**src/rtl/alu_result_uart_tx.sv**
```systemverilog
// UART transmitter returning each ALU result as a two-byte frame (header, payload) with a one-entry pending buffer.
// Optional build macro ALU_TX_PARITY_EN inserts an even-parity bit after data bit 7 (8E1 instead of 8N1).
module alu_result_uart_tx #(
  parameter int          CLKS_PER_BIT = 5208,
  parameter logic [7:0]  HEADER_BYTE  = 8'hA5
) (
  input  logic       clk,
  input  logic       reset,
  input  logic       result_valid,
  input  logic [1:0] alu_result,
  input  logic       alu_z,
  input  logic       alu_n,
  input  logic       alu_o,
  input  logic       alu_c,
  output logic       o_Tx_Serial,
  output logic       busy,
  output logic       done,
  output logic       overrun,
  output logic [2:0] dbg_state_o
);

  localparam int BW = (CLKS_PER_BIT > 2) ? $clog2(CLKS_PER_BIT) : 1;
  localparam logic [BW-1:0] LAST   = BW'(CLKS_PER_BIT - 1);
  localparam logic [BW-1:0] PENULT = BW'(CLKS_PER_BIT - 2);

  typedef enum logic [2:0] {
    IDLE   = 3'd0,
    START  = 3'd1,
    DATA   = 3'd2,
`ifdef ALU_TX_PARITY_EN
    PARITY = 3'd3,
`endif
    STOP   = 3'd4
  } state_t;

  state_t        state_q;
  logic [BW-1:0] baud_q;
  logic [2:0]    bit_q;
  logic          byte_q;
  logic [7:0]    shift_q;
  logic [7:0]    data_q;
  logic [7:0]    pend_q;
  logic          pend_valid_q;
  logic          tx_q;
  logic          done_q;
  logic          overrun_q;

  logic [7:0] payload_d;
  logic       frame_end;

  assign payload_d = {2'b00, alu_c, alu_o, alu_n, alu_z, alu_result};
  assign frame_end = (state_q == STOP) && byte_q && (baud_q == LAST);

  always_ff @(posedge clk) begin
    if (reset) begin
      state_q      <= IDLE;
      baud_q       <= '0;
      bit_q        <= '0;
      byte_q       <= 1'b0;
      shift_q      <= '0;
      data_q       <= '0;
      pend_q       <= '0;
      pend_valid_q <= 1'b0;
      tx_q         <= 1'b1;
      done_q       <= 1'b0;
      overrun_q    <= 1'b0;
    end else begin
      done_q    <= 1'b0;
      overrun_q <= 1'b0;

      // A strobe at frame end with nothing pending launches directly instead of parking.
      if (result_valid && (state_q != IDLE) && !(frame_end && !pend_valid_q)) begin
        pend_q       <= payload_d;
        pend_valid_q <= 1'b1;
        overrun_q    <= pend_valid_q && !frame_end;
      end else if (frame_end && pend_valid_q) begin
        pend_valid_q <= 1'b0;
      end

      case (state_q)
        IDLE: begin
          if (result_valid) begin
            shift_q <= HEADER_BYTE;
            data_q  <= payload_d;
            byte_q  <= 1'b0;
            baud_q  <= '0;
            tx_q    <= 1'b0;
            state_q <= START;
          end
        end
        START: begin
          if (baud_q == LAST) begin
            baud_q  <= '0;
            bit_q   <= '0;
            tx_q    <= shift_q[0];
            state_q <= DATA;
          end else begin
            baud_q <= baud_q + BW'(1);
          end
        end
        DATA: begin
          if (baud_q == LAST) begin
            baud_q <= '0;
            if (bit_q == 3'd7) begin
`ifdef ALU_TX_PARITY_EN
              tx_q    <= ^shift_q;
              state_q <= PARITY;
`else
              tx_q    <= 1'b1;
              state_q <= STOP;
`endif
            end else begin
              bit_q <= bit_q + 3'd1;
              tx_q  <= shift_q[bit_q + 3'd1];
            end
          end else begin
            baud_q <= baud_q + BW'(1);
          end
        end
`ifdef ALU_TX_PARITY_EN
        PARITY: begin
          if (baud_q == LAST) begin
            baud_q  <= '0;
            tx_q    <= 1'b1;
            state_q <= STOP;
          end else begin
            baud_q <= baud_q + BW'(1);
          end
        end
`endif
        STOP: begin
          if (baud_q == LAST) begin
            baud_q <= '0;
            if (!byte_q) begin
              byte_q  <= 1'b1;
              shift_q <= data_q;
              tx_q    <= 1'b0;
              state_q <= START;
            end else if (pend_valid_q || result_valid) begin
              shift_q <= HEADER_BYTE;
              data_q  <= pend_valid_q ? pend_q : payload_d;
              byte_q  <= 1'b0;
              tx_q    <= 1'b0;
              state_q <= START;
            end else begin
              state_q <= IDLE;
            end
          end else begin
            baud_q <= baud_q + BW'(1);
            // done is registered, so it is raised one cycle ahead to land on the final stop cycle.
            if (byte_q && (baud_q == PENULT)) done_q <= 1'b1;
          end
        end
        default: state_q <= IDLE;
      endcase
    end
  end

  assign o_Tx_Serial = tx_q;
  assign busy        = (state_q != IDLE) | pend_valid_q;
  assign done        = done_q;
  assign overrun     = overrun_q;
  assign dbg_state_o = state_q;

endmodule

```
**config.mk**
```make
export PLATFORM = sky130hd
export DESIGN_NAME = alu_result_uart_tx
export DESIGN_NICKNAME = d
export VERILOG_FILES = /design/src/rtl/alu_result_uart_tx.sv
export SDC_FILE = /design/constraint.sdc
export NUM_CORES = 1
export LEC_CHECK = 0
export BUFFER_PORTS_ARGS = -buffer_cell sky130_fd_sc_hd__buf_2
export CELL_PAD_IN_SITES_DETAIL_PLACEMENT = 0
export CELL_PAD_IN_SITES_GLOBAL_PLACEMENT = 1
export CORE_MARGIN = 4
export CORE_UTILIZATION = 35
export CTS_CLUSTER_SIZE = 24
export DETAILED_ROUTE_END_ITERATION = 16
export PLACE_DENSITY_LB_ADDON = 0.1
export RECOVER_POWER = 25
export SYNTH_ARGS = -nofsm -noshare
export SYNTH_HDL_FRONTEND = slang
export SYNTH_SLANG_ARGS = --single-unit
```
**constraint.sdc**
```tcl
create_clock -name clk -period 4.3 [get_ports clk]
set_clock_uncertainty 0.15 [all_clocks]
set_input_delay 0.645 -clock clk [delete_from_list [all_inputs] [get_ports clk]]
set_output_delay 0.645 -clock clk [all_outputs]
set_load 0.01 [all_outputs]
```
==> Word level (Yosys, flattened, before mapping) <==
Cells that the tools add are included.
{ "word_totals": {"regBits": 46, "latch_bits": 0, "mem_bits_rw": 0, "romBits": 0, "input_bits": 9, "output_inout_bits": 7, "word_cells": 104, "mem_count": 0} }
{ "classes": {"n_addsub": 2, "multipliers": 0, "div": 0, "order_cmp": 1, "n_eq_ne": 15, "n_shift": 0, "mux": 43, "bitwise_logic": 3, "reduce_logical": 29} }
{ "ops": {"columns": ["op", "count"], "rows": [
  ["8-bit 2-to-1 mux", 8],
  ["8-bit case mux with 2 select lines", 2],
  ["13-bit == test, second input constant", 2],
  ["13-bit 2-to-1 mux", 2],
  ["13-bit case mux with 2 select lines", 1],
  ["3-bit 2-to-1 mux", 8],
  ["1-bit 2-to-1 mux", 16],
  ["13-bit by 1-bit adder with 13-bit output, second input constant", 1],
  ["2-bit != test, second input constant", 6],
  ["3-bit case mux with 4 select lines", 1],
  ["5-bit AND reduction", 2],
  ["1-bit logical AND", 8],
  ["4-bit AND reduction", 2],
  ["2-bit nonzero test", 4],
  ["3-bit == test, second input constant", 2],
  ["6-bit 2-to-1 mux", 1],
  ["3-bit case mux with 2 select lines", 1],
  ["6-bit AND reduction", 1],
  ["3-bit OR reduction", 2],
  ["3-bit by 4-bit < comparator with 1-bit output, second input constant", 1],
  ["2-bit by 1-bit != test with 1-bit output, second input constant", 2],
  ["1-bit case mux with 4 select lines", 1],
  ["4-bit nonzero test", 1],
  ["3-bit by 1-bit adder with 3-bit output, second input constant", 1],
  ["other kinds (14)", 17]
]} }

==> Longest topological paths before layout <==
Gate-level depths: netlist of the first run.
{ "logic_depth": {"word_depth": 8, "ltp_mapped": 7, "depth_no_buf": 6} }

==> Worst setup path after synthesis of the first run <==
Ideal clock, no wire load.
{ "synth_path": {"kind": "reg2reg", "start": "reg state_q[2] (netlist: dbg_state_o[2])", "end": "reg baud_q[12]", "setup_time_ns": 0.080, "arrival_time_ns": 2.056, "t_required_ns": 4.070, "path_slack_ns": 2.015, "stages_incl_launch_ff": 7, "n_path_buf": 2, "period_less_slack_ns": 2.285, "path_cell_list": "dfxtp_1 > buf_6 > maj3_2 > or4_1 > clkbuf_2 > or4_1 > a211oi_2"} }
{ "synth_between": {"elab_chain_cells": 4, "word_cells_on_any_way": 9, "classes_between": "eq/ne: 4; mux: 1; reduce/logical: 4"} }
{ "synth_lines": {"columns": ["item", "line_no", "rtl"], "rows": [
  ["from (decl)", "36", "state_t state_q;"],
  ["from (signal assigned)", "56", "state_q <= IDLE;"],
  ["from (signal assigned)", "88", "state_q <= START;"],
  ["from (signal assigned)", "96", "state_q <= DATA;"],
  ["3-bit == test (tied with other cells)", "80", "case (state_q)"],
  ["3-bit OR reduction (no line)", null, null],
  ["2-bit nonzero test (no line)", null, null],
  ["2-bit AND reduction (no line)", null, null],
  ["to (signal assigned)", "98", "baud_q <= baud_q + BW'(1);"],
  ["to (signal assigned)", "117", "baud_q <= baud_q + BW'(1);"],
  ["to (signal assigned)", "149", "baud_q <= baud_q + BW'(1);"],
  ["to (decl)", "37", "logic [BW-1:0] baud_q;"]
]} }
Parallel ways exist; a longest one is shown, timed or not.
A chain may end at the register's enable or synchronous reset.

==> Implementation_results.wiki, run 1 <==
{| class="wikitable"
! Metric !! Value
|-
| Number of cells traversed by the worst hold path || 2
|-
| Post-CTS sizing || 0
|-
| Measured slew at the worst slew-check pin || about 1.5 ns
|-
| I/O pin count || 16
|-
| Shortest period the worst path allows || around 3.2 ns
|-
| Vias in the first global route || between 1500 and 2000
|-
| Number of enable flip-flop cells after synthesis || 0
|-
| Number of DRC violations after detailed routing || 0
|-
| Mapped Avg Cell Area || just under 9 µm²
|-
| Area overhead of the layout relative to synthesis || 9.40%
|-
| Synthesis warning total || 0
|-
| Total Die Area || roughly 7700 µm²
|-
| Endpoint of the lowest-slack register-to-register path || data_q[4]$_SDFFE_PP0P_
|-
| Antenna Violating Nets Remaining || 0
|-
| Clock slew at reported path FFs || 0.08 ns
|-
| Total inserted antenna cells || 0
|-
| Worst hold-check path type || reg -> reg
|-
| Number of clock sinks seen by CTS || 43
|-
| Total area of multi-input combinational cells || ~1300 µm²
|-
| Number of buffers added to fix hold violations after cts || 0
|-
| Global-route wire length before repair || roughly 8700 µm
|-
| Overall die height || between 80 and 90 µm
|-
| Worst slew margin relative to its limit || around 2.3%
|-
| Root cell of the clock tree || clkbuf_8
|-
| Synthesized Nets || 264
|-
| Async set or reset register ratio after synthesis || 0%
|-
| Unrepaired setup endpoints after global routing || no
|-
| Register bit count reported by yosys || 43
|-
| Endpoint required time on the critical path || 4.33 ns
|-
| Storage element area || approximately 860 µm²
|-
| Total power density per cell area || around 340 nW/µm²
|-
| Number of input and output port buffers inserted || 15
|-
| Register area share after synthesis || 38.5%
|-
| Fin crit share || between 70% and 80%
|-
| Crit start category || input port
|-
| Sink of the worst hold path || pend_q[3]$_SDFFE_PP0P_
|-
| Total routed wirelength || between 5000 and 6000 µm
|-
| Final estimated routing congestion in global placement || 0.696
|-
| Final core utilization || between 40% and 50%
|-
| Hold violation total from the final report || 0
|-
| DR WL/cell || about 15 µm
|-
| Leftover overflow at the end of global routing || 0
|-
| Arrival time at the worst endpoint || 3.19 ns
|-
| Peak VDD IR || between 0.15 and 0.2 mV
|-
| Critical path class || in -> reg
|-
| Startpoint of the most critical hold path || pend_q[3]$_SDFFE_PP0P_
|-
| Cell area after placement || 2340 µm²
|-
| Top FF cell, synth || dfxtp_1
|-
| HPWL Detailed || 3470 µm
|-
| Number of filler instances in the final layout || 630
|-
| Highest achievable clock rate || between 0.3 and 0.4 GHz
|-
| Result of the run || completed
|-
| Row count || 28
|-
| Core footprint || just over 6000 µm²
|-
| Number of antenna violations at the first check in global routing || 0
|-
| Initial drt markers || approximately 110
|-
| Largest fanout on the critical path || 31
|-
| FF-to-FF path depth || 5
|-
| CTS tree || yes
|-
| Number of violations of the max-capacitance limit || 0
|-
| Total via count after detailed routing || about 1800
|-
| R2R Setup Slk || between 1 and 1.5 ns
|-
| Synthesized area || between 2000 and 2500 µm²
|-
| Pin count of the biggest net entering global routing || 32
|-
| Effective utilization at floorplan || 36.9%
|-
| Final TNS setup || 0 ns
|-
| Via count normalized by instance count || approximately 5.4
|-
| Element type at the critical path end || flop
|-
| Post-CTS setup buffer count || 0
|-
| Insertion delay of the later-clocked pin in the worst-skew pair || around 0.30 ns
|-
| Count of TritonRoute iterations in the first routing pass || 4
|-
| Die W || ~88 µm
|-
| Total of endpoints with negative setup slack in the final report || 0
|-
| Global Route Usage Sum || 14.4%
|-
| Maximum level of the CTS H-tree || 2
|-
| Inserted Clock Buffers || 5
|-
| Reg2Reg Launch Point || baud_q[8]$_SDFFE_PP0P_
|-
| Share of layout cells above drive strength 1 || 11.2%
|-
| Fin area || around 2400 µm²
|-
| Cells after synthesis || 251
|-
| Net count, final || 271
|-
| Yosys cell types || 49
|-
| Number of max-slew violations in the final report || 0
|-
| Leakage power total || 0.801 nW
|-
| Largest buffer count on any clock path || 2
|}
[area by class of cell]
type                       count  share of cell area (%)
clock buffer                   6                    3.37
clock inverter                 2                    1.43
inverter                       6                   0.920
multi-input combinational    185                    51.9
sequential                    43                    35.2
tap                           75                    3.83
timing repair buffer          17                    3.32
[cell families (layout without fill, tap and decap cells)]
family,after synthesis,count (layout),synth area share [%]
buffers and inverters,23,31,4.42
multiplexers,21,21,9.96
AND/OR/NAND/NOR,93,93,23.5
adder cells (fa/ha/maj),5,5,2.74
AO/OA/AOI/OAI,59,59,18.1
flip-flops,43,43,38.5
XOR/XNOR,7,7,2.74
[critical path, stage by stage]
cell	delay [ns]
clkbuf_1	1.04
clkinv_1	1.06
nand3_1	0.32
mux2i_1	0.10
[metal layers]
metal	wire (µm)	global-route usage (%)
met5	0	0
met4	43	4.60
met3	205	3.20
met2	2260	22.2
met1	2500	19.9
[how the worst max path moves through the flow]
stage | slack [ns] | cells after the start | to | startpoint
global route | 0.78 | 4 | shift_q[1]$_SDFFE_PP0P_ | reset
global placement | 1.70 | 4 | baud_q[12]$_SDFFE_PP0P_ | dbg_state_o[2]$_SDFFE_PP0P_
floorplan | 2.01 | 6 | baud_q[12]$_SDFFE_PP0P_ | dbg_state_o[2]$_SDFFE_PP0P_
detailed placement | 1.70 | 4 | baud_q[12]$_SDFFE_PP0P_ | dbg_state_o[2]$_SDFFE_PP0P_
finish | 1.14 | 4 | shift_q[1]$_SDFFE_PP0P_ | reset
CTS | 1.67 | 4 | baud_q[12]$_SDFFE_PP0P_ | dbg_state_o[2]$_SDFFE_PP0P_
[through the flow]
stage                     setup WS [ns]  cells  hold WS (ns)  power [mW]
after floorplan                    2.01    251         0.282       0.490
after global placement             1.70    326         0.299       0.515
after detailed placement           1.70    326         0.304       0.514
after CTS                          1.67    334         0.316       0.843
after global routing              0.784    334         0.341       0.875
final                              1.14    334         0.312       0.833
[synthesized netlist by cell type (4+ instances only)]
cell type | n | area (µm²)
a211oi_1 | 20 | 150
a21oi_1 | 8 | 40.0
clkbuf_1 | 12 | 45.0
dfxtp_1 | 43 | 861
ha_1 | 4 | 50.1
inv_1 | 5 | 18.8
mux2i_1 | 20 | 200
nand2_1 | 23 | 86.3
nand2b_1 | 4 | 25.0
nand3_1 | 8 | 40.0
nand4_1 | 4 | 25.0
nand4b_1 | 4 | 35.0
nor2_1 | 7 | 26.3
nor3_1 | 12 | 60.1
nor3b_1 | 5 | 37.5
o21ai_0 | 15 | 75.1
or2_2 | 4 | 25.0
or3_1 | 6 | 37.5
or4_1 | 4 | 30.0
xnor2_1 | 7 | 61.3
[cell usage in the layout, fill, tap and decap left out, types with 2 or more instances in the layout]
cell type  instances
dfxtp_1           43
xnor2_1            7
a211oi_1          20
nand3b_1           3
inv_1              5
a21oi_1            8
ha_1               4
clkbuf_1           7
or3_1              6
mux2i_1           20
nand4_1            4
o31ai_1            2
or2_2              4
nor3b_1            5
nand2b_1           4
or3b_1             2
clkbuf_8           6
a21o_1             2
o21ai_0           15
nand3_1            8
nand4b_1           4
buf_4              2
nor3_1            12
nor2_1             7
or4_1              4
nor4_1             2
buf_2              8
nand2_1           23
[flip-flops by register name, indices dropped and copies added, names as in the netlist]
signal	cells
data_q	6
bit_q	3
dbg_state_o	3
pend_q	6
o_Tx_Serial	1
baud_q	13
overrun	1
byte_q	1
done	1
pend_valid_q	1
shift_q	7
[report_power, final]
group          switching, mW  total (mW)  internal, mW
clock network          0.142       0.330         0.188
registers             0.0127       0.426         0.414
logic                 0.0456      0.0776        0.0320
(Power assumes the default switching activity.)
==> inputs of run 2 (changes only) <==
==> constraint.sdc (replaced) <==
create_clock -name clk -period 2.8 [get_ports clk]
set_clock_uncertainty 0.15 [all_clocks]
set_input_delay 0.42 -clock clk [delete_from_list [all_inputs] [get_ports clk]]
set_output_delay 0.42 -clock clk [all_outputs]
set_load 0.01 [all_outputs]
==> Implementation_results.wiki, run 2 (synthesized netlist as in run 1, its figures left out) <==
{| class="wikitable"
! Metric !! Value
|-
| Measured slew at the worst slew-check pin || 0.677 ns (-0.788 ns)
|-
| Peak VDD IR || 0.197 mV (+11%)
|-
| Sink of the worst hold path || pend_q[0]$_SDFFE_PP0P_
|-
| Endpoint of the lowest-slack register-to-register path || pend_q[1]$_SDFFE_PP0P_
|-
| Area overhead of the layout relative to synthesis || 12.8%
|-
| Number of antenna violations at the first check in global routing || 0 (unchanged)
|-
| CTS tree || yes
|-
| Global-route wire length before repair || 8840 µm (+2.1%)
|-
| Final TNS setup || 0 ns (unchanged)
|-
| Result of the run || completed
|-
| Worst setup slack after placement || 0.305 ns (-1.39 ns)
|-
| Startpoint of the most critical hold path || alu_result[0]
|-
| Clock slew at reported path FFs || 0.08 ns (about the same)
|-
| Inserted Clock Buffers || 5 (unchanged)
|-
| Cell area after placement || 2430 µm² (+3.5%)
|-
| Effective utilization at floorplan || 36.9% (unchanged)
|-
| DR WL/cell || 14.8 µm (-1.0%)
|-
| Via count normalized by instance count || 5.34 (-1.5%)
|-
| Leading cell types in the layout, fill and taps excluded || dfxtp_1, nand2_1, mux2i_1, a211oi_1, o21ai_0
|-
| Total routed wirelength || 5120 µm (+2.2%)
|-
| Hold violation total from the final report || 0 (unchanged)
|-
| Worst hold-check path type || in -> reg
|-
| Maximum level of the CTS H-tree || 2 (unchanged)
|-
| Fin crit share || around 90%
|-
| Final estimated routing congestion in global placement || 0.757 (+8.8%)
|-
| Net count, final || 282 (+4.1%)
|-
| Vias in the first global route || 1771 (+2.2%)
|-
| Unrepaired setup endpoints after global routing || no
|-
| Final total power || 1.29 mW (+54%)
|-
| Worst slew margin relative to its limit || 54.5% (+52 points)
|-
| Global Route Usage Sum || 14.6% (+0.21 points)
|-
| Critical path class || reg -> reg
|-
| FF-to-FF path depth || 4 (-1)
|-
| Total Die Area || 7740 µm² (unchanged)
|-
| Die W || 88.0 µm (unchanged)
|-
| Number of DRC violations after detailed routing || 0 (unchanged)
|-
| Fin area || 2520 µm² (+3.1%)
|-
| Total of endpoints with negative setup slack in the final report || 0 (unchanged)
|-
| Registers with the highest flip-flop counts || baud_q x13, shift_q x7
|-
| Count of TritonRoute iterations in the first routing pass || 4 (unchanged)
|-
| Commonest non-fill, non-tap cell in the layout || dfxtp_1
|-
| Arrival time at the worst endpoint || 2.51 ns (-0.68 ns)
|-
| Largest Register || baud_q
|-
| Crit start category || flop
|-
| Leakage power total || 0.856 nW (+6.8%)
|-
| Endpoint required time on the critical path || 2.83 ns (-1.50 ns)
|-
| Element type at the critical path end || flop
|-
| I/O pin count || 16 (unchanged)
|-
| Pin count of the biggest net entering global routing || 31 (-3.1%)
|-
| Post-CTS sizing || 0 (unchanged)
|-
| Total inserted antenna cells || 0 (unchanged)
|-
| Reg2Reg Launch Point || baud_q[4]$_SDFFE_PP0P_
|-
| Highest achievable clock rate || about 0.4 GHz
|-
| Number of max-slew violations in the final report || 0 (unchanged)
|-
| Largest buffer count on any clock path || 2 (unchanged)
|-
| Largest fanout on the critical path || 12 (-61%)
|-
| Root cell of the clock tree || clkbuf_8
|-
| Leftover overflow at the end of global routing || 0 (unchanged)
|-
| Total power density per cell area || 510 nW/µm² (+50%)
|-
| Core footprint || 6060 µm² (unchanged)
|-
| Number of buffers added to fix hold violations after cts || 0 (unchanged)
|-
| HPWL Detailed || 3680 µm (+6.2%)
|-
| PnR worst setup slack || 0.318 ns (-0.819 ns)
|-
| Total via count after detailed routing || 1843 (+1.7%)
|-
| Post-CTS setup buffer count || 0 (unchanged)
|-
| Antenna Violating Nets Remaining || 0 (unchanged)
|-
| Insertion delay of the later-clocked pin in the worst-skew pair || 0.30 ns (about the same)
|-
| Shortest period the worst path allows || 2.48 ns
|-
| Number of cells traversed by the worst hold path || 3 (+1)
|-
| Row count || 28 (unchanged)
|-
| Number of input and output port buffers inserted || 15 (unchanged)
|-
| Max FFs per register || 13 (unchanged)
|-
| Share of layout cells above drive strength 1 || 14.8% (+3.6 points)
|-
| Number of violations of the max-capacitance limit || 0 (unchanged)
|-
| Number of clock sinks seen by CTS || 43 (unchanged)
|-
| Initial drt markers || 103 (-8.0%)
|-
| Overall die height || 88.0 µm (unchanged)
|-
| Final core utilization || 41.6% (+1.2 points)
|-
| R2R Setup Slk || 0.32 ns (-1.10 ns)
|}
[run 2: worst max-delay path by stage]
stage                                  endpoint  slack (ns)                        start
finish                   pend_q[1]$_SDFFE_PP0P_        0.32       baud_q[4]$_SDFFE_PP0P_
global route        dbg_state_o[0]$_SDFFE_PP0P_        0.19       baud_q[4]$_SDFFE_PP0P_
detailed placement       pend_q[1]$_SDFFE_PP0P_        0.30       baud_q[4]$_SDFFE_PP0P_
CTS                      pend_q[1]$_SDFFE_PP0P_        0.30       baud_q[4]$_SDFFE_PP0P_
floorplan               baud_q[12]$_SDFFE_PP0P_        0.51  dbg_state_o[2]$_SDFFE_PP0P_
global placement         pend_q[4]$_SDFFE_PP0P_        0.33       baud_q[8]$_SDFFE_PP0P_
[run 2: through the flow]
step                hold slack (ns)  instances
detailed placement            0.297        337
floorplan                     0.282        251
global route                  0.234        345
finish                        0.222        345
CTS                           0.218        345
global placement              0.291        337
[run 2: layer usage]
metal	global-route usage, %	routed length, µm	up-vias
li1	-	-	965
met4	4.60	62	0
met5	0	0	-
met3	3.10	177	6
met2	22.0	2190	32
met1	20.8	2700	840
[run 2: report_power, final]
group	internal (mW)	total, mW	switching [mW]
logic	0.0556	0.131	0.0758
registers	0.635	0.651	0.0157
clock network	0.289	0.504	0.215
total	0.979	1.29	0.307
[run 2: critical path, stage by stage (launching register included)]
cell and delay, ns:
dfxtp_1 0.37, or3b_1 0.41, or4_1 0.76, o31a_1 0.51
mux2i_1 0.16
[run 2: cell type report]
| class | instances | area (µm²) |
|---|---|---|
| Timing Repair Buffer | 28 | 156 |
| Clock buffer | 6 | 82.6 |
| Multi-Input combinational cell | 185 | 1270 |
| Sequential cell | 43 | 861 |
| Fill cell | 632 | 3540 |
| Tap cell | 75 | 93.8 |
| Inverter | 6 | 22.5 |
| Clock inverter | 2 | 35.0 |
==> inputs of run 3 (changes only) <==
--- a/config.mk
+++ b/config.mk
@@ -8,6 +8,7 @@
 export BUFFER_PORTS_ARGS = -buffer_cell sky130_fd_sc_hd__buf_2
 export CELL_PAD_IN_SITES_DETAIL_PLACEMENT = 0
 export CELL_PAD_IN_SITES_GLOBAL_PLACEMENT = 1
+export CORE_ASPECT_RATIO = 0.75
 export CORE_MARGIN = 4
 export CORE_UTILIZATION = 35
 export CTS_CLUSTER_SIZE = 24
==> Implementation_results.wiki, run 3 (synthesized netlist as in run 1, its figures left out) <==
{| class="wikitable"
! Metric !! Value
|-
| Peak VDD IR || 0.194 mV (-1.5%)
|-
| Largest fanout on the critical path || 8 (-4)
|-
| Initial drt markers || 66 (-36%)
|-
| Total via count after detailed routing || 1829 (-0.76%)
|-
| Area overhead of the layout relative to synthesis || 11.5%
|-
| Post-CTS setup buffer count || 0 (unchanged)
|-
| Most Used Layer, Global Route || met1
|-
| Total of endpoints with negative setup slack in the final report || 0 (unchanged)
|-
| Inserted Clock Buffers || 5 (unchanged)
|-
| Number of DRC violations after detailed routing || 0 (unchanged)
|-
| Met1 track utilization from global routing || 23.3% (+2.6 points)
|-
| Number of clock sinks seen by CTS || 43 (unchanged)
|-
| Largest Register || baud_q
|-
| Crit-path slowest cell || or4_1
|-
| Met3 usage || 3.35% (+0.25 points)
|-
| Share of layout cells above drive strength 1 || 14.6% (-0.26 points)
|-
| Number of violations of the max-capacitance limit || 0 (unchanged)
|-
| Critical path class || reg -> reg
|-
| Total power density per cell area || 476 nW/µm² (-6.6%)
|-
| Leading cell types in the layout, fill and taps excluded || dfxtp_1, nand2_1, mux2i_1, a211oi_1, o21ai_0
|-
| FF-to-FF path depth || 4 (unchanged)
|-
| Crit path cell chain || or3b_1, or4_1, o31a_1, mux2i_1
|-
| Met2 capacity usage during global routing || 18.7% (-3.3 points)
|-
| Maximum cell stage delay along the critical path || 0.70 ns (-0.06 ns)
|-
| Measured slew at the worst slew-check pin || 0.545 ns (-0.132 ns)
|-
| Global-route wire length before repair || 8990 µm (+1.7%)
|-
| Post-CTS sizing || 0 (unchanged)
|-
| Overall die height || 77.2 µm (-12%)
|-
| Vias in the first global route || 1736 (-2.0%)
|-
| Shortest period the worst path allows || 2.40 ns (-0.0790 ns)
|-
| Worst setup slack after placement || 0.382 ns (+0.0770 ns)
|-
| Hold violation total from the final report || 0 (unchanged)
|-
| Number of buffers added to fix hold violations after cts || 0 (unchanged)
|-
| Maximum level of the CTS H-tree || 2 (unchanged)
|-
| Effective utilization at floorplan || 37.3% (+0.34 points)
|-
| Endpoint required time on the critical path || 2.82 ns (about the same)
|-
| Leakage power total || 0.836 nW (-2.3%)
|-
| Fin crit share || 85.8% (-2.8 points)
|-
| Antenna Violating Nets Remaining || 0 (unchanged)
|-
| Registers with the highest flip-flop counts || baud_q x13, shift_q x7
|-
| Largest buffer count on any clock path || 2 (unchanged)
|-
| Switching power as a share of total power || 25.6% (+1.7 points)
|-
| I/O pin count || 16 (unchanged)
|-
| Unrepaired setup endpoints after global routing || no
|-
| Commonest non-fill, non-tap cell in the layout || dfxtp_1
|-
| Element type at the critical path end || flop
|-
| Final estimated routing congestion in global placement || 0.718 (-5.2%)
|-
| Die W || 100 µm (+14%)
|-
| Number of input and output port buffers inserted || 15 (unchanged)
|-
| Insertion delay of the later-clocked pin in the worst-skew pair || 0.29 ns (about the same)
|-
| Net count, final || 281 (-0.35%)
|-
| Root cell of the clock tree || clkbuf_8
|-
| Pin count of the biggest net entering global routing || 31 (unchanged)
|-
| Clock network fraction of design power || 34.2% (-5.0 points)
|-
| Worst hold-check path type || in -> reg
|-
| Part of the power in registers || 54.9% (+4.3 points)
|-
| Leftover overflow at the end of global routing || 0 (unchanged)
|-
| Fin area || 2490 µm² (-1.1%)
|-
| Worst slew margin relative to its limit || 63.3% (+8.8 points)
|-
| Via count normalized by instance count || 5.29 (-1.0%)
|-
| CTS tree || yes
|-
| Number of max-slew violations in the final report || 0 (unchanged)
|-
| Number of filler instances in the final layout || 624 (-1.3%)
|-
| Count of TritonRoute iterations in the first routing pass || 4 (unchanged)
|-
| HPWL Detailed || 3810 µm (+3.5%)
|-
| Global Route Usage Sum || 14.4% (-0.17 points)
|-
| PnR worst setup slack || 0.397 ns (+0.0790 ns)
|-
| Net Switching || 0.304 mW (-0.83%)
|-
| DR WL/cell || 15.0 µm (+1.2%)
|-
| Number of cells traversed by the worst hold path || 3 (unchanged)
|-
| Row count || 24 (-14%)
|-
| Crit start category || flop
|-
| Core footprint || 6010 µm² (-0.91%)
|-
| Result of the run || completed
|-
| Total Die Area || 7750 µm² (+0.17%)
|-
| Highest achievable clock rate || 0.416 GHz (+3.3%)
|-
| Total routed wirelength || 5200 µm (+1.5%)
|-
| Number of antenna violations at the first check in global routing || 0 (unchanged)
|-
| P_int || 0.884 mW (-9.7%)
|-
| Cell area after placement || 2420 µm² (-0.15%)
|-
| Arrival time at the worst endpoint || 2.43 ns (-0.08 ns)
|-
| Final TNS setup || 0 ns (unchanged)
|-
| Max FFs per register || 13 (unchanged)
|-
| Clock slew at reported path FFs || 0.08 ns (about the same)
|-
| Total inserted antenna cells || 0 (unchanged)
|-
| Combinational fraction of design power || 10.9% (+0.7 points)
|}
-- run 3: power groups by stage --
stage	clock network [mW]	registers, mW	logic [mW]
floorplan	0	0.663	0.0899
global placement	0	0.667	0.133
detailed placement	0	0.667	0.132
CTS	0.416	0.652	0.133
global route	0.443	0.656	0.146
finish	0.406	0.652	0.130
-- run 3: path summary, 6_finish.rpt --
kind	from	endpoint	slack [ns]
setup / recovery	baud_q[12]$_SDFFE_PP0P_	pend_q[0]$_SDFFE_PP0P_	0.40
hold / removal	alu_n	pend_q[3]$_SDFFE_PP0P_	0.22
hold reg to reg	pend_q[2]$_SDFFE_PP0P_	pend_q[2]$_SDFFE_PP0P_	0.31
setup reg to reg	baud_q[12]$_SDFFE_PP0P_	pend_q[0]$_SDFFE_PP0P_	0.40
-- run 3: through the flow --
stage | hold WS [ns] | instances | power (mW) | utilization, %
after floorplan | 0.282 | 251 | 0.753 | -
after global placement | 0.292 | 339 | 0.800 | 40.4
after detailed placement | 0.299 | 339 | 0.799 | 40.4
after CTS | 0.216 | 346 | 1.20 | 41.8
after global routing | 0.235 | 346 | 1.25 | 41.5
final | 0.222 | 346 | 1.19 | 41.5
-- run 3: cell type report --
class,instances,area (µm²),area share (%)
Inverter,6,22.5,0.903
Clock inverter,1,5.00,0.201
Timing Repair Buffer,27,149,5.97
Clock buffer,6,82.6,3.31
Multi-Input combinational cell,185,1280,51.2
Sequential cell,43,861,34.5
Tap cell,78,97.6,3.91
-- run 3: critical path: cells and delay by family (launching register included) --
kind / cells / cell delay [ns]
DFF: 1 / 0.38
muxes: 1 / 0.16
and+or+nand+nor: 2 / 1.11
AOI/OAI and AO/OA: 1 / 0.48
-- run 3: layer usage --
layer	vias up	routed length [µm]
met4	0	47
met3	6	129
met2	15	2030
met5	-	0
met1	847	2990
li1	961	-
